$ cat src/rtl/tf_horizontal_tx_pkg.sv
// Shared definitions for the horizontal twiddle link: strobe encodings,
// transmitter FSM states and the reset value of a twiddle entry.
package tf_horizontal_tx_pkg;

  typedef enum logic [1:0] {
    ROM_W_IDLE = 2'd0,
    ROM_W_HI   = 2'd1,
    ROM_W_LO   = 2'd2
  } rom_w_e;

  typedef enum logic [1:0] {
    IDLE    = 2'd0,
    SEND_HI = 2'd1,
    SEND_LO = 2'd2,
    DONE    = 2'd3
  } tf_state_e;

  localparam logic [127:0] TF_RESET_ENTRY = 128'h0000000000000001_0000000000000001;

endpackage

$ cat src/rtl/tf_horizontal_tx.sv
// Streams a 4-entry twiddle buffer onto the horizontal link as four
// high-half beats followed by four low-half beats, then pulses done.
module tf_horizontal_tx
  import tf_horizontal_tx_pkg::*;
#(
  parameter int P_WIDTH         = 128,
  parameter int horizontal_DW   = 64,
  parameter int init_store_data = 4
) (
  input  logic                     CLK,
  input  logic                     rst_n,
  input  logic                     load_valid,
  output logic                     load_ready,
  input  logic [1:0]               load_idx,
  input  logic [P_WIDTH-1:0]       load_data,
  input  logic                     start,
  output logic                     busy,
  output logic                     done,
  output logic [1:0]               ROM_w,
  output logic [horizontal_DW-1:0] horizontal_tf_out
);

  logic [P_WIDTH-1:0]       entry_q [init_store_data];
  tf_state_e                state_q;
  logic [1:0]               cnt_q;
  logic [1:0]               cnt_inc;
  rom_w_e                   rom_w_q;
  logic [horizontal_DW-1:0] data_q;
  logic                     busy_q;
  logic                     done_q;

  function automatic logic [horizontal_DW-1:0] hi_of(input logic [P_WIDTH-1:0] e);
    return e[P_WIDTH-1 -: horizontal_DW];
  endfunction

  function automatic logic [horizontal_DW-1:0] lo_of(input logic [P_WIDTH-1:0] e);
    return e[horizontal_DW-1:0];
  endfunction

  // Loads are only taken while idle and not starting, so the buffer is
  // frozen for the whole transfer.
  assign load_ready = (state_q == IDLE) && !start;
  assign cnt_inc    = cnt_q + 2'd1;

  // NOTE: the buffer is plain flops, so it can and must take the reset
  // constant; a RAM macro here would leave stale entries after reset.
  always_ff @(posedge CLK or negedge rst_n) begin
    if (!rst_n) begin
      for (int i = 0; i < init_store_data; i++) entry_q[i] <= P_WIDTH'(TF_RESET_ENTRY);
    end else if (load_valid && load_ready) begin
      entry_q[load_idx] <= load_data;
    end
  end

  // NOTE: non-blocking assignments keep every register sampling the
  // pre-edge values, so state, counter and outputs move together.
  always_ff @(posedge CLK or negedge rst_n) begin
    if (!rst_n) begin
      state_q <= IDLE;
      cnt_q   <= 2'd0;
      rom_w_q <= ROM_W_IDLE;
      data_q  <= '0;
      busy_q  <= 1'b0;
      done_q  <= 1'b0;
    end else begin
      done_q <= 1'b0;
      unique case (state_q)
        IDLE: begin
          cnt_q   <= 2'd0;
          rom_w_q <= ROM_W_IDLE;
          data_q  <= '0;
          if (start) begin
            state_q <= SEND_HI;
            rom_w_q <= ROM_W_HI;
            data_q  <= hi_of(entry_q[0]);
            busy_q  <= 1'b1;
          end
        end
        SEND_HI: begin
          if (cnt_q == 2'd3) begin
            state_q <= SEND_LO;
            cnt_q   <= 2'd0;
            rom_w_q <= ROM_W_LO;
            data_q  <= lo_of(entry_q[0]);
          end else begin
            cnt_q  <= cnt_inc;
            data_q <= hi_of(entry_q[cnt_inc]);
          end
        end
        SEND_LO: begin
          if (cnt_q == 2'd3) begin
            state_q <= DONE;
            cnt_q   <= 2'd0;
            rom_w_q <= ROM_W_IDLE;
            data_q  <= '0;
            done_q  <= 1'b1;
          end else begin
            cnt_q  <= cnt_inc;
            data_q <= lo_of(entry_q[cnt_inc]);
          end
        end
        DONE: begin
          state_q <= IDLE;
          busy_q  <= 1'b0;
        end
        default: begin
          state_q <= IDLE;
          busy_q  <= 1'b0;
        end
      endcase
    end
  end

  assign ROM_w             = rom_w_q;
  assign horizontal_tf_out = data_q;
  assign busy              = busy_q;
  assign done              = done_q;

endmodule
$ cat config.mk
export PLATFORM = sky130hd
export DESIGN_NAME = tf_horizontal_tx
export DESIGN_NICKNAME = d
export VERILOG_FILES = /design/src/rtl/tf_horizontal_tx_pkg.sv /design/src/rtl/tf_horizontal_tx.sv
export SDC_FILE = /design/constraint.sdc
export NUM_CORES = 1
export LEC_CHECK = 0
export ABC_CLOCK_PERIOD_IN_PS = 1950
export BUFFER_PORTS_ARGS = -buffer_cell sky130_fd_sc_hd__clkbuf_2
export CORE_UTILIZATION = 40
export DETAILED_ROUTE_END_ITERATION = 6
export HOLD_SLACK_MARGIN = 0.02
export PLACE_DENSITY = 0.63
export REMOVE_ABC_BUFFERS = 1
export SLEW_MARGIN = 20
export SYNTH_ARGS = -nofsm -noshare
export SYNTH_HDL_FRONTEND = slang
export SYNTH_SLANG_ARGS = --single-unit
$ cat constraint.sdc
create_clock -name CLK -period 1.95 [get_ports CLK]
set_input_delay 0.39 -clock CLK [delete_from_list [all_inputs] [get_ports CLK]]
set_output_delay 0.39 -clock CLK [all_outputs]
set_load 0.02 [all_outputs]
Yosys cells after proc, flatten, opt, wreduce, memory -nomap -nowiden. Cells that the tools add are included.

Add/sub/neg operators: 1. $lt $le $gt $ge: 3. Eq/ne operators: 7. Mux-type cells: 23. Bitwise gates (word level): 2. Reductions and logical operators: 12.

Operators with widths (count): 512-bit bitwise mux (1); 128-bit 2-to-1 mux (3); 128-bit binary-select mux with 2-bit select (1); 128-bit demux with 2-bit select (1); 64-bit 2-to-1 mux (3); 64-bit case mux with 3 select lines (1); 2-bit 2-to-1 mux (5); 2-bit case mux with 4 select lines (1); 2-bit equality test (second input constant) (3); 3-bit greater-or-equal comparator (second input constant) (2); 2-bit inequality test (second input constant) (3); 2-bit NOT with 3-bit output (2); 2-bit case mux with 3 select lines (1); 3-bit AND reduction (2); 1-bit 2-to-1 mux (4); 2-bit case mux with 2 select lines (1); 2-bit nonzero test (2); 1-bit logical AND (3); 3-bit by 1-bit less-than comparator with 1-bit output (second input constant) (1); 3-bit nonzero test (1); 2-bit by 1-bit adder with 2-bit output (second input constant) (1); 2-bit by 1-bit equality test with 1-bit output (second input constant) (1); 2-bit logical NOT (1); 1-bit case mux with 2 select lines (1); other kinds (3) (3).

Register bits: 584. Input bits: 134. Output and inout bits: 69.

Longest topological paths before layout. Gate-level depths: netlist of run 1.

Depth in word-level cells: 7. Depth in mapped cells: 8.

Worst setup path before layout of run 1. OpenSTA, ideal clock, no wires.

Kind: register to register. From: register state_q[0]. To: register entry_q[363] in the netlist's numbering. Data arrival time: 1.836 ns. Data required time: 1.822 ns. Setup slack: -0.013 ns. Stages on the path, launching flop included: 9. Path buffers: 2. Clock period less this slack: 1.963 ns. Cells stage by stage: dfrtp_1 -> inv_1 -> ha_1 -> nand2b_4 -> inv_2 -> and4b_1 -> buf_2 -> buf_4 -> mux2_1.

Word-level cells in the longest chain between the ends: 3.

RTL lines: from (decl) (line tf_horizontal_tx.sv:24) `tf_state_e state_q;`; from (signal assigned) (line tf_horizontal_tx.sv:59) `state_q <= IDLE;`; from (signal assigned) (line tf_horizontal_tx.sv:73) `state_q <= SEND_HI;`; from (signal assigned) (line tf_horizontal_tx.sv:81) `state_q <= SEND_LO;`; 2-bit logical NOT (line tf_horizontal_tx.sv:42) `assign load_ready = (state_q == IDLE) && !start;`; 1-bit logical AND (line tf_horizontal_tx.sv:42); via load_ready (line tf_horizontal_tx.sv:13) `output logic load_ready,`; 1-bit logical AND (line tf_horizontal_tx.sv:50) `end else if (load_valid && load_ready) begin`; to (signal, indexed assignment) (line tf_horizontal_tx.sv:51) `entry_q[load_idx] <= load_data;`; to (decl) (line tf_horizontal_tx.sv:23) `logic [P_WIDTH-1:0] entry_q [init_store_data];`.

The timed path passes the listed nets, and every way through them passes these cells. A chain may end at the register's enable or synchronous reset.

Worst setup path after layout of run 1.
From: register state_q[0]. To: register entry_q[427] in the netlist's numbering.

Word-level cells in the longest chain between the ends: 3.

RTL lines (line): 2-bit logical NOT (tf_horizontal_tx.sv:42); 1-bit logical AND (tf_horizontal_tx.sv:42); 1-bit logical AND (tf_horizontal_tx.sv:50).

No other way between the ends.

==> results of run 1 <==
-- synthesized netlist by cell type, types with 2 or more instances --
| cell | n |
|---|---|
| dfstp_2 | 8 |
| buf_4 | 15 |
| mux2_1 | 120 |
| clkbuf_1 | 61 |
| nand2_1 | 66 |
| nand3_1 | 64 |
| mux2_2 | 394 |
| o22ai_1 | 64 |
| nand3b_1 | 2 |
| mux2i_1 | 257 |
| or3b_1 | 2 |
| buf_6 | 10 |
| nor2b_1 | 4 |
| buf_2 | 72 |
| ha_1 | 8 |
| a21oi_1 | 67 |
| inv_1 | 3 |
| buf_1 | 5 |
| o31a_1 | 64 |
| o21ai_0 | 65 |
| dfrtp_1 | 576 |
| nor2_1 | 65 |
| o211ai_1 | 64 |
-- layout make-up --
type	instances	area, µm²
fill	5709	32900
sequential	584	14600
multi-input combinational	1318	12100
timing repair buffer	359	3450
clock buffer	100	2010
tap	864	1080
clock inverter	16	188
inverter	4	17.5
antenna	6	15.0
-- final timing paths --
check	endpoint	slack [ns]	depth (start not counted)
max reg2reg	entry_q[427]$_DFFE_PN0P_	-0.03	8
min reg2reg	entry_q[304]$_DFFE_PN0P_	0.48	1
max in group asynchronous	entry_q[321]$_DFFE_PN0P_	0.76	4
max	entry_q[427]$_DFFE_PN0P_	-0.03	8
min	entry_q[338]$_DFFE_PN0P_	0.06	2
min in group asynchronous	entry_q[274]$_DFFE_PN0P_	0.29	2
-- per-layer routing --
metal,GRT usage,wire length (µm),up-vias,share of wire
met1,0.292,35100,9683,0.45
met4,0.0667,1740,10,0.022
met3,0.0428,4480,109,0.057
met2,0.354,37500,427,0.48
met5,0,67,-,0.00085
li1,-,-,8141,-
-- per-stage QoR --
stage / hold slack [ns] / area (µm²) / setup WS, ns / total power (W)
6_report: 0.0634 / 33500 / -0.0338 / 0.0569
3_3_place_gp: 0.301 / 30000 / -0.0462 / 0.0414
2_1_floorplan: 0.0944 / 26200 / -9.66 / 0.0323
5_1_grt: 0.0534 / 33500 / -0.0856 / 0.0600
4_1_cts: 0.0254 / 32300 / -0.0407 / 0.0553
3_5_place_dp: 0.300 / 30000 / -0.0652 / 0.0424
-- critical path, cell delays in order, from the launching register on --
cell       delay (ns)
dfrtp_1          0.38
inv_2            0.10
ha_4             0.16
nand2b_4         0.09
nor4b_4          0.20
buf_4            0.18
buf_12           0.18
clkbuf_16        0.21
mux2_2           0.33
-- power breakdown --
part | switching, W | total [W] | internal [W] | leakage (nW)
registers | 0.00316 | 0.0208 | 0.0177 | 7.37
logic | 0.0122 | 0.0234 | 0.0112 | 6.49
clock network | 0.00500 | 0.0126 | 0.00762 | 1.09
total | 0.0203 | 0.0569 | 0.0365 | 14.9
-- kinds of logic after synthesis --
kind of cell | Yosys count | share of synthesized area
mux | 771 | 0.310
flops | 584 | 0.542
compound gates | 328 | 0.0791
simple gates | 210 | 0.0346
buf+inv | 167 | 0.0314
fa+ha+maj | 8 | 0.00371
-- flip-flops by register name (all words and copies together) (netlist names) --
name and count:
entry_q 512, horizontal_tf_out 64, ROM_w 2, cnt_q 2, state_q 2, busy 1, done 1
-- timing repair --
item | 4_1_cts | 5_1_grt
resized for setup | 11 | 112
endpoints found under the setup margin | 229 | 388
setup buffers | 5 | 12
endpoints found under the hold margin | 51 | 0
cloned | 1 | 24
pin swaps | 2 | 70
hold buffers | 1 | 0
-- placed cells by master (no fill, tap or decap), types with 6 or more instances in the layout --
cell	count
clkbuf_8	12
buf_6	15
clkbuf_1	17
o22ai_4	9
clkbuf_16	88
o31a_1	64
o211ai_1	64
dfrtp_1	575
a21oi_1	67
mux2_2	362
buf_16	9
clkinv_2	10
clkbuf_2	199
nand2_1	66
mux2i_1	257
diode_2	6
nand3_1	64
buf_12	52
buf_4	60
nor2_1	65
o21ai_0	65
o22ai_1	27
o22ai_2	28
mux2_1	108
mux2_4	44
dfstp_2	8
==> run metrics, run 1 <==
status=finished with violations; violated checks=negative setup slack; r2r startpoint=state_q[0]$_DFFE_PN0P_; Placed Cells=3086; CTS tree=built; Final Hold Viols=0; Non-Filler Instances=3251; Final period util=1.02; io pins=203; overall routing resource usage=0.217; Data arrival, critical path=2.47 ns; P_leak=14.9 nW; CORE AREA=0.0663 mm²; Critical Path Sink Type=flop; die width=262 µm; RSZ-0062 raised after global routing=true; Hold Crit Class=in -> reg; ranking of synthesized cells by area=dfrtp_1 53%, mux2_2 16%, mux2i_1 9.5%, mux2_1 5.0%, o31a_1 2.1%; fmax=504 MHz; largest net degree at the start of global routing=75; peak supply drop=1.27 mV; residual DRC count=0; routed len/inst=24.3 µm; worst-margin pin slew=0.548 ns; antenna-violating nets left=0; Clock Pin Slew Worst Setup and Hold Paths=0.06 ns; Mapped Area=0.0270 mm²; Post-Synthesis Cells=2068; number of synthesized flops with an enable pin=0; post-synthesis sequential area ratio=0.542; Synth Warn #=0; worst-case clock buffer depth=3; num rows=94; routed vias/inst=5.65; Setup CP Type=reg -> reg; pwr/cell area=1700 mW/mm²; Root Driver=clkbuf_16; Final TNS setup=-1.03 ns; critical path peak fanout=10; first-pass GRT wire length=114000 µm; Final Critical Period=1.98 ns; GR Overflow Total=0; starting density of the core=0.407; htree depth=3; ys async rst share=1.00; Initial DRT Pass Iterations=5; GP Congestion=0.774; CTS Buf Count=66; Setup crit start=state_q[0]$_DFFE_PN0P_; Slew Viols, Final=0; predominant post-synthesis flop cell=dfrtp_1; syn_area_per_cell=13.1 µm²; Distinct cells, synth=35; Max Cap Viol=0; worst clock skew=0.0125 ns; Seq cells post-synth=584; initial DRC count=1163; full die area=0.0686 mm²; Core Util, Final=0.505; initial antenna violation count=13; vias in the first global route=19200; Final WS setup=-0.0338 ns; area leader, netlist=dfrtp_1; Post-DP HPWL=45300 µm; required time worst endpoint=2.43 ns; Setup violations, final=88; area growth from synthesis to final layout=24.0%; clk sink count=584; hold path start=load_data[82]; kind of start point of the critical path=flop; Clock Latency Late Sink=0.60 ns; Slew HR=0.635; total number of vias=18400; # nets final=2475; final wirelength=78900 µm; top-area cell type share of the netlist area=0.534; Die Ht=262 µm; I/O Buffers=202; layout cells sized above 1=0.389
(Power assumes the default switching activity.)
==> inputs of run 2 (changes only) <==
--- a/config.mk
+++ b/config.mk
@@ -7,6 +7,7 @@
 export LEC_CHECK = 0
 export ABC_CLOCK_PERIOD_IN_PS = 1950
 export BUFFER_PORTS_ARGS = -buffer_cell sky130_fd_sc_hd__clkbuf_2
+export CORE_ASPECT_RATIO = 1.2
 export CORE_UTILIZATION = 40
 export DETAILED_ROUTE_END_ITERATION = 6
 export HOLD_SLACK_MARGIN = 0.02
==> run metrics, run 2 (synthesis results as in run 1) <==
Setup violations, final=58; RSZ-0062 raised after global routing=true; hold path start=load_data[87]; family with the most delay on the worst path=flip-flops; peak supply drop=1.11 mV; most used cell, CP=buf_12; # nets final=2522; GR Overflow Total=0; P_leak=15.1 nW; residual DRC count=2; r2r startpoint=cnt_q[0]$_DFFE_PN0P_; Final Critical Period=1.98 ns; worst clock skew=0.0178 ns; Critical Path Sink Type=flop; r2r setup slk=-0.03 ns; antenna-violating nets left=0; layout cells sized above 1=0.378; largest net degree at the start of global routing=95; clk sink count=584; Final Hold Viols=0; routed len/inst=24.3 µm; full die area=0.0686 mm²; CTS tree=built; initial DRC count=1369; FF-to-FF End=horizontal_tf_out[46]$_DFFE_PN0P_; initial antenna violation count=9; Clock Latency Late Sink=0.63 ns; leading cell type in the layout, fill and taps excluded=dfrtp_1; required time worst endpoint=2.51 ns; Root Driver=clkbuf_16; WHS Endpoint=entry_q[343]$_DFFE_PN0P_; CP cell instances=buf_12 > ha_4 > or3b_4 > buf_12 > o22ai_1 > o31a_1; Slew HR=0.623; Largest stage delay, worst path=0.50 ns; most frequent cells in the layout=575 x dfrtp_1, 361 x mux2_2, 256 x mux2i_1; first-pass GRT wire length=118000 µm; post-route cell area=0.0338 mm²; area growth from synthesis to final layout=25.3%; Largest Register=entry_q; I/O Buffers=202; worst reg2reg path depth=6; Initial DRT Pass Iterations=7; CTS Buf Count=58; Data arrival, critical path=2.54 ns; overall routing resource usage=0.223; Clock Pin Slew Worst Setup and Hold Paths=0.06 ns; Post-DP HPWL=45600 µm; violated checks=design-rule violations, negative setup slack; Max Cap Viol=0; Final period util=1.02; Buf/Inv on CP=2; worst-margin pin slew=0.566 ns; hold depth=2; max reg flops=512; Setup CP Type=reg -> reg; CORE AREA=0.0669 mm²; CP max stage cell=dfrtp_4; vias in the first global route=19500; critical path peak fanout=23; Die Ht=287 µm; final wirelength=80800 µm; routed vias/inst=5.60; starting density of the core=0.404; pwr/cell area=1660 mW/mm²; status=finished with violations; Final WS setup=-0.0338 ns; kind of start point of the critical path=flop; die width=239 µm; Hold WS=0.0418 ns; Cell Area, Placed=0.0299 mm²; GP Congestion=0.786; Hold Crit Class=in -> reg; total number of vias=18600; num rows=104; fmax=504 MHz; htree depth=2; worst-case clock buffer depth=3; io pins=203; Slew Viols, Final=0
-- run 2: stage by stage --
stage | utilization | cells | TNS (ns) | setup slack [ns] | total power (W)
after floorplan | - | 1905 | -2918.85 | -9.66 | 0.0323
after global placement | 0.447 | 3110 | -1.22 | -0.0229 | 0.0412
after detailed placement | 0.447 | 3110 | -6.01 | -0.0504 | 0.0421
after CTS | 0.490 | 3298 | -0.0587 | -0.0587 | 0.0548
after global routing | 0.506 | 3329 | -8.12 | -0.0843 | 0.0593
final | 0.506 | 3331 | -0.714 | -0.0338 | 0.0563
-- run 2: area by class of cell --
cell class                      instances  area [µm²]
Timing Repair Buffer                  415        3990
Sequential cell                       584       14600
Clock inverter                         25         350
Multi-Input combinational cell       1317       12000
Tap cell                              901        1130
Antenna cell                            3        7.51
Inverter                                4        17.5
Fill cell                            5711       33100
Clock buffer                           82        1680
-- run 2: repair_timing --
action                                  4_1_cts  5_1_grt
endpoints found under the hold margin       200        0
resized for setup                            13      110
cloned                                        4       18
pin swaps                                     2       20
endpoints found under the setup margin      405      371
buffers inserted                              5       12
hold buffers                                 72        0
-- run 2: worst max-delay path by stage --
stage,from,slack [ns],endpoint,cells past startpoint
floorplan,cnt_q[0]$_DFFE_PN0P_,-9.66,horizontal_tf_out[62]$_DFFE_PN0P_,4
global placement,state_q[0]$_DFFE_PN0P_,-0.02,entry_q[99]$_DFFE_PN0P_,8
detailed placement,state_q[0]$_DFFE_PN0P_,-0.05,entry_q[336]$_DFFE_PN0P_,8
CTS,state_q[0]$_DFFE_PN0P_,-0.06,load_ready,5
global route,state_q[0]$_DFFE_PN0P_,-0.08,horizontal_tf_out[38]$_DFFE_PN0P_,7
finish,cnt_q[0]$_DFFE_PN0P_,-0.03,horizontal_tf_out[46]$_DFFE_PN0P_,6
-- run 2: where the power goes --
group,switching [W],internal (W)
registers,0.00317,0.0177
logic,0.0121,0.0114
clock network,0.00487,0.00707
-- run 2: layer usage --
metal | vias up | global-route usage | part of all wire
met2 | 516 | 0.377 | 0.50
met5 | - | 0 | 0.00099
met3 | 143 | 0.0385 | 0.052
li1 | 8202 | - | -
met1 | 9774 | 0.288 | 0.42
met4 | 12 | 0.0761 | 0.028
